[config.mk]
export PLATFORM = sky130hd
export DESIGN_NAME = shake_squeeze
export DESIGN_NICKNAME = d
export VERILOG_FILES = /design/src/rtl/shake_squeeze.sv
export SDC_FILE = /design/constraint.sdc
export NUM_CORES = 2
export LEC_CHECK = 0
export BUFFER_PORTS_ARGS = -buffer_cell sky130_fd_sc_hd__clkbuf_2
export CORE_AREA = 2 2 654 656
export DETAILED_ROUTE_END_ITERATION = 8
export DIE_AREA = 0 0 656 658
export PLACE_DENSITY = 0.33
export SLEW_MARGIN = 20
export SYNTH_ARGS = -nofsm -noshare
export SYNTH_HDL_FRONTEND = slang
export SYNTH_SLANG_ARGS = --single-unit
[constraint.sdc]
create_clock -name clk -period 2.65 [get_ports clk]
set_input_delay 0.265 -clock clk [delete_from_list [all_inputs] [get_ports clk]]
set_output_delay 0.265 -clock clk [all_outputs]
set_load 0.03 [all_outputs]
[src/rtl/shake_squeeze.sv]
// Squeeze-side reader: buffers the rate part of a permuted Keccak state and
// streams it one 64-bit lane per beat, asking the core for a new permutation per block.
module shake_squeeze #(
  parameter int RATE_BITS = 1344
) (
  input  logic          clk,
  input  logic          rst,
  input  logic [1599:0] state_in,
  input  logic          state_valid,
  output logic          state_ready,
  output logic [63:0]   out_data,
  output logic          out_valid,
  input  logic          out_ready,
  output logic          out_last,
  output logic          perm_req,
  input  logic          stop,
  output logic [7:0]    block_cnt
);

  localparam int LANES = RATE_BITS / 64;
  localparam int CW    = (LANES > 1) ? $clog2(LANES) : 1;

  localparam logic [1:0] S_IDLE   = 2'd0;
  localparam logic [1:0] S_STREAM = 2'd1;
  localparam logic [1:0] S_REQ    = 2'd2;
  localparam logic [1:0] S_WAIT   = 2'd3;

  logic [1:0]           r_state;
  logic [RATE_BITS-1:0] r_buffer;
  logic [CW-1:0]        r_laneCnt;
  logic [7:0]           r_blockCnt;

  logic [63:0] w_laneArr [LANES];
  logic [63:0] w_lane;
  logic        w_fire;
  logic        w_lastLane;

  for (genvar g = 0; g < LANES; g++) begin : g_lanes
    assign w_laneArr[g] = r_buffer[64*g +: 64];
  end

  assign w_lane     = w_laneArr[r_laneCnt];
  assign w_lastLane = (r_laneCnt == CW'(LANES - 1));
  assign w_fire     = (r_state == S_STREAM) && out_ready;

  // state_ready is masked by rst so it reads 0 while reset is held.
  assign state_ready = rst && ((r_state == S_IDLE) || (r_state == S_WAIT));
  assign out_valid   = (r_state == S_STREAM);
  assign out_data    = (r_state == S_STREAM) ? w_lane : 64'd0;
  assign out_last    = (r_state == S_STREAM) && w_lastLane;
  assign perm_req    = (r_state == S_REQ);
  assign block_cnt   = r_blockCnt;

  // stop is applied last so it overrides every other transition out of a busy state.
  always_ff @(posedge clk or negedge rst) begin
    if (!rst) begin
      r_state    <= S_IDLE;
      r_buffer   <= '0;
      r_laneCnt  <= '0;
      r_blockCnt <= '0;
    end else begin
      case (r_state)
        S_IDLE: begin
          if (state_valid) begin
            r_buffer   <= state_in[RATE_BITS-1:0];
            r_laneCnt  <= '0;
            r_blockCnt <= '0;
            r_state    <= S_STREAM;
          end
        end
        S_STREAM: begin
          if (w_fire) begin
            r_laneCnt <= r_laneCnt + CW'(1);
            if (w_lastLane) begin
              if (r_blockCnt != 8'hFF) begin
                r_blockCnt <= r_blockCnt + 8'd1;
              end
              r_state <= S_REQ;
            end
          end
          if (stop) begin
            r_state <= S_IDLE;
          end
        end
        S_REQ: begin
          r_state <= stop ? S_IDLE : S_WAIT;
        end
        S_WAIT: begin
          if (stop) begin
            r_state <= S_IDLE;
          end else if (state_valid) begin
            r_buffer  <= state_in[RATE_BITS-1:0];
            r_laneCnt <= '0;
            r_state   <= S_STREAM;
          end
        end
        default: r_state <= S_IDLE;
      endcase
    end
  end

endmodule

==> out/summary.json <==
{
  "run_status": "finished with violations",
  "violations": "DRC, setup timing",
  "tightest_slew_ps": 1160,
  "vias": 51900,
  "all_layer_global_routing_usage": 0.186,
  "postSynthCellCount": 4265,
  "numPortBuffers": 1424,
  "synth_area_per_cell_um2": 14.5,
  "numClockSinks": 1359,
  "timing_worst_setup_path_type": "flip-flop to primary output",
  "gp_congestion": 0.911,
  "grt-ovfl-total": 0,
  "vias_per_cell": 3.82,
  "multi_input_area_mm2": 0.0282,
  "netlist_top_cells_area": "sky130_fd_sc_hd__dfrtp_1, sky130_fd_sc_hd__mux2_2, sky130_fd_sc_hd__mux2i_1",
  "finalHoldViolations": 0,
  "critical_path.reg2reg.startpoint": "r_laneCnt[1]",
  "grt_setup_unrepaired": "true",
  "largest_net_degree_at_the_start_of_global_routing": 152,
  "tns_ps": -65990,
  "total_leakage_power_nw": 44.4,
  "grt_pass1_vias": 56300,
  "final_layout_size_suffix_gt1_frac": 0.516,
  "dr.pass1.iters": 9,
  "netlist.area_leader.share": 0.549,
  "synth.largest_area_cell": "sky130_fd_sc_hd__dfrtp_1",
  "grt_first_pass_wirelength_mm": 537,
  "fmax_mhz": 253,
  "path_clk_slew_ps": 60,
  "clock_latency_ps": 900,
  "initialDrtViolationCount": 2598,
  "finalSetupViolations": 65,
  "fp.coreArea_mm2": 0.425,
  "tritoncts": "done",
  "wirelength_mm": 414,
  "clockBufferDepth": 4,
  "final.period_utilization": 1.49,
  "r2r_end": "block_cnt[7]",
  "final_routed_drc_violation_total": 180,
  "powerDensity_mw_per_mm2": 1200,
  "synth-seq-area-share": 0.549,
  "layout-area-overhead-vs-synth_pct": 70.6,
  "design.die.area_mm2": 0.432,
  "whs_path_depth": 3,
  "clk_root_buffer_cell": "sky130_fd_sc_hd__clkbuf_16",
  "final_nets": 9214,
  "worst_hold_path_type": "input port to flip-flop",
  "ffs_w_async_s_r_synth": 1.00,
  "final.fill_count": 45000,
  "ffs_latches_synth": 1359,
  "synth_edf_count": 0,
  "total_cell_area_at_the_placement_stage_mm2": 0.0825,
  "yosys_most_used_dff": "sky130_fd_sc_hd__dfrtp_1",
  "synth_fp_nets": 5877,
  "rows": 240,
  "cp.arrival_ps": 3690,
  "synthMostInstantiatedCell": "sky130_fd_sc_hd__dfrtp_1",
  "vdd.ir_drop.worst_mv": 0.543,
  "number_of_antenna_violations_at_the_first_check_in_global_routing": 275,
  "cts-htree-levels": 4,
  "post_layout_total_power_mw": 127,
  "rr_worst_depth": 10,
  "initial_core_util": 0.146,
  "hold_end": "r_buffer[1017]",
  "fp.dieW_um": 656,
  "postLayoutSetupSlackWorst_ps": -1310,
  "detail_route.wl_per_cell_um": 30.6,
  "cp_max_fo": 8,
  "slew_headroom": 0.224,
  "layout.cells.non_filler": 13600,
  "period_minus_slack_ps": 3960,
  "synth.cell_area_mm2": 0.0619,
  "critPathRequiredTime_ps": 2380,
  "synth.distinct_cells": 49,
  "floorplan.die.height_um": 658,
  "cts_buffers": 185,
  "cp-end-kind": "primary output",
  "layout.cell_area.non_filler_mm2": 0.106,
  "hpwlAfterDp_mm": 343,
  "final_antenna_net_count": 0,
  "max_cap_violations": 0,
  "final.setup_skew_ps": 96.1,
  "hold_path.startpoint": "state_in[1017]",
  "top_post_synthesis_cells_by_count": "sky130_fd_sc_hd__dfrtp_1, sky130_fd_sc_hd__mux2_2, sky130_fd_sc_hd__mux2i_1, sky130_fd_sc_hd__buf_2, sky130_fd_sc_hd__mux2_1",
  "reg2reg_slack_ps": 180,
  "numPlacedInstances": 11700,
  "pin_count": 1681,
  "start_kind": "flip-flop",
  "yosys_warnings": 0,
  "drv_slew": 0,
  "regArea_mm2": 0.0340
}
-- worst max-delay path by stage --
stage | from | endpoint | slack (ps) | depth (start not counted)
3_5_place_dp | r_laneCnt[0] | out_data[21] | -1180 | 8
5_1_grt | r_laneCnt[0] | out_data[18] | -1370 | 8
6_report | r_laneCnt[0] | out_data[19] | -1310 | 8
3_3_place_gp | r_laneCnt[0] | out_data[18] | -1420 | 8
2_1_floorplan | r_state[1] | out_data[12] | 210 | 8
4_1_cts | r_laneCnt[0] | out_data[18] | -1500 | 8
-- logic make-up after synthesis --
group                      after synthesis  share of synthesized area
adders and majority gates                7                    0.00141
muxes                                 1859                      0.354
buffers and inverters                  316                     0.0263
and+or+nand+nor                        379                     0.0327
DFF                                   1359                      0.549
AOI/OAI and AO/OA                      345                     0.0366
-- cell usage in the layout (no fill, tap or decap), types with 31 or more instances in the layout --
cell,n
sky130_fd_sc_hd__nand3_2,33
sky130_fd_sc_hd__nand2b_1,40
sky130_fd_sc_hd__a22oi_2,63
sky130_fd_sc_hd__mux2_2,1180
sky130_fd_sc_hd__nor2b_4,31
sky130_fd_sc_hd__clkbuf_1,42
sky130_fd_sc_hd__clkbuf_2,1357
sky130_fd_sc_hd__buf_6,68
sky130_fd_sc_hd__dlygate4sd3_1,1349
sky130_fd_sc_hd__a22oi_1,63
sky130_fd_sc_hd__buf_12,211
sky130_fd_sc_hd__mux2i_1,339
sky130_fd_sc_hd__mux2_1,168
sky130_fd_sc_hd__buf_4,403
sky130_fd_sc_hd__mux4_2,130
sky130_fd_sc_hd__nand2_1,74
sky130_fd_sc_hd__diode_2,133
sky130_fd_sc_hd__a21oi_1,83
sky130_fd_sc_hd__nand3_1,80
sky130_fd_sc_hd__clkbuf_16,218
sky130_fd_sc_hd__o211ai_1,68
sky130_fd_sc_hd__dfrtp_1,1356
sky130_fd_sc_hd__clkbuf_8,62
-- layout make-up --
cell class | instances | area share
repair buffers | 3459 | 0.282
multi-input cells | 2590 | 0.267
diodes | 133 | 0.00315
well taps | 5687 | 0.0674
flip-flops and latches | 1359 | 0.322
clock inverters | 47 | 0.00506
inverters | 7 | 0.000249
clock buffers | 282 | 0.0526
-- per-layer routing --
| layer | track usage | part of all wire | up-vias |
|---|---|---|---|
| met5 | 0 | 0.0012 | - |
| met1 | 0.228 | 0.42 | 26800 |
| met2 | 0.334 | 0.51 | 1709 |
| li1 | - | - | 22600 |
| met4 | 0.0530 | 0.033 | 86 |
| met3 | 0.0307 | 0.043 | 610 |
-- stage by stage --
stage / setup slack, ps / util / hold slack (ps)
2_1_floorplan: 210 / - / -30.6
3_3_place_gp: -1420 / 0.194 / 221
3_5_place_dp: -1180 / 0.194 / 220
4_1_cts: -1500 / 0.246 / 18.4
5_1_grt: -1370 / 0.248 / 76.5
6_report: -1310 / 0.248 / 124
-- sequential cells by signal (all words and copies together) (netlist names) --
register,count
block_cnt,8
r_state,2
r_buffer,1344
r_laneCnt,5
-- power breakdown --
group	switching [mW]	total, mW	internal [mW]
registers	6.99	38.6	31.6
logic	30.8	62.4	31.6
clock network	10.6	25.5	14.9
-- critical path, cell delays in order (launching register included) --
cell and delay, ps:
sky130_fd_sc_hd__dfrtp_4 500, sky130_fd_sc_hd__buf_12 180, sky130_fd_sc_hd__buf_4 130, sky130_fd_sc_hd__buf_8 130, sky130_fd_sc_hd__mux4_2 570, sky130_fd_sc_hd__nand2b_1 270, sky130_fd_sc_hd__nand3_1 260, sky130_fd_sc_hd__o211ai_1 450
sky130_fd_sc_hd__buf_12 310
-- timing repair --
| item | in CTS | in global routing |
|---|---|---|
| endpoints found under the hold margin | 2233 | 0 |
| pin swaps | 61 | 74 |
| gates cloned | 2 | 0 |
| hold buffers | 1349 | 0 |
| resized for setup | 375 | 221 |
| setup endpoints to repair | 67 | 65 |
| buffers inserted | 56 | 45 |
Power figures use the tool's default switching activity.
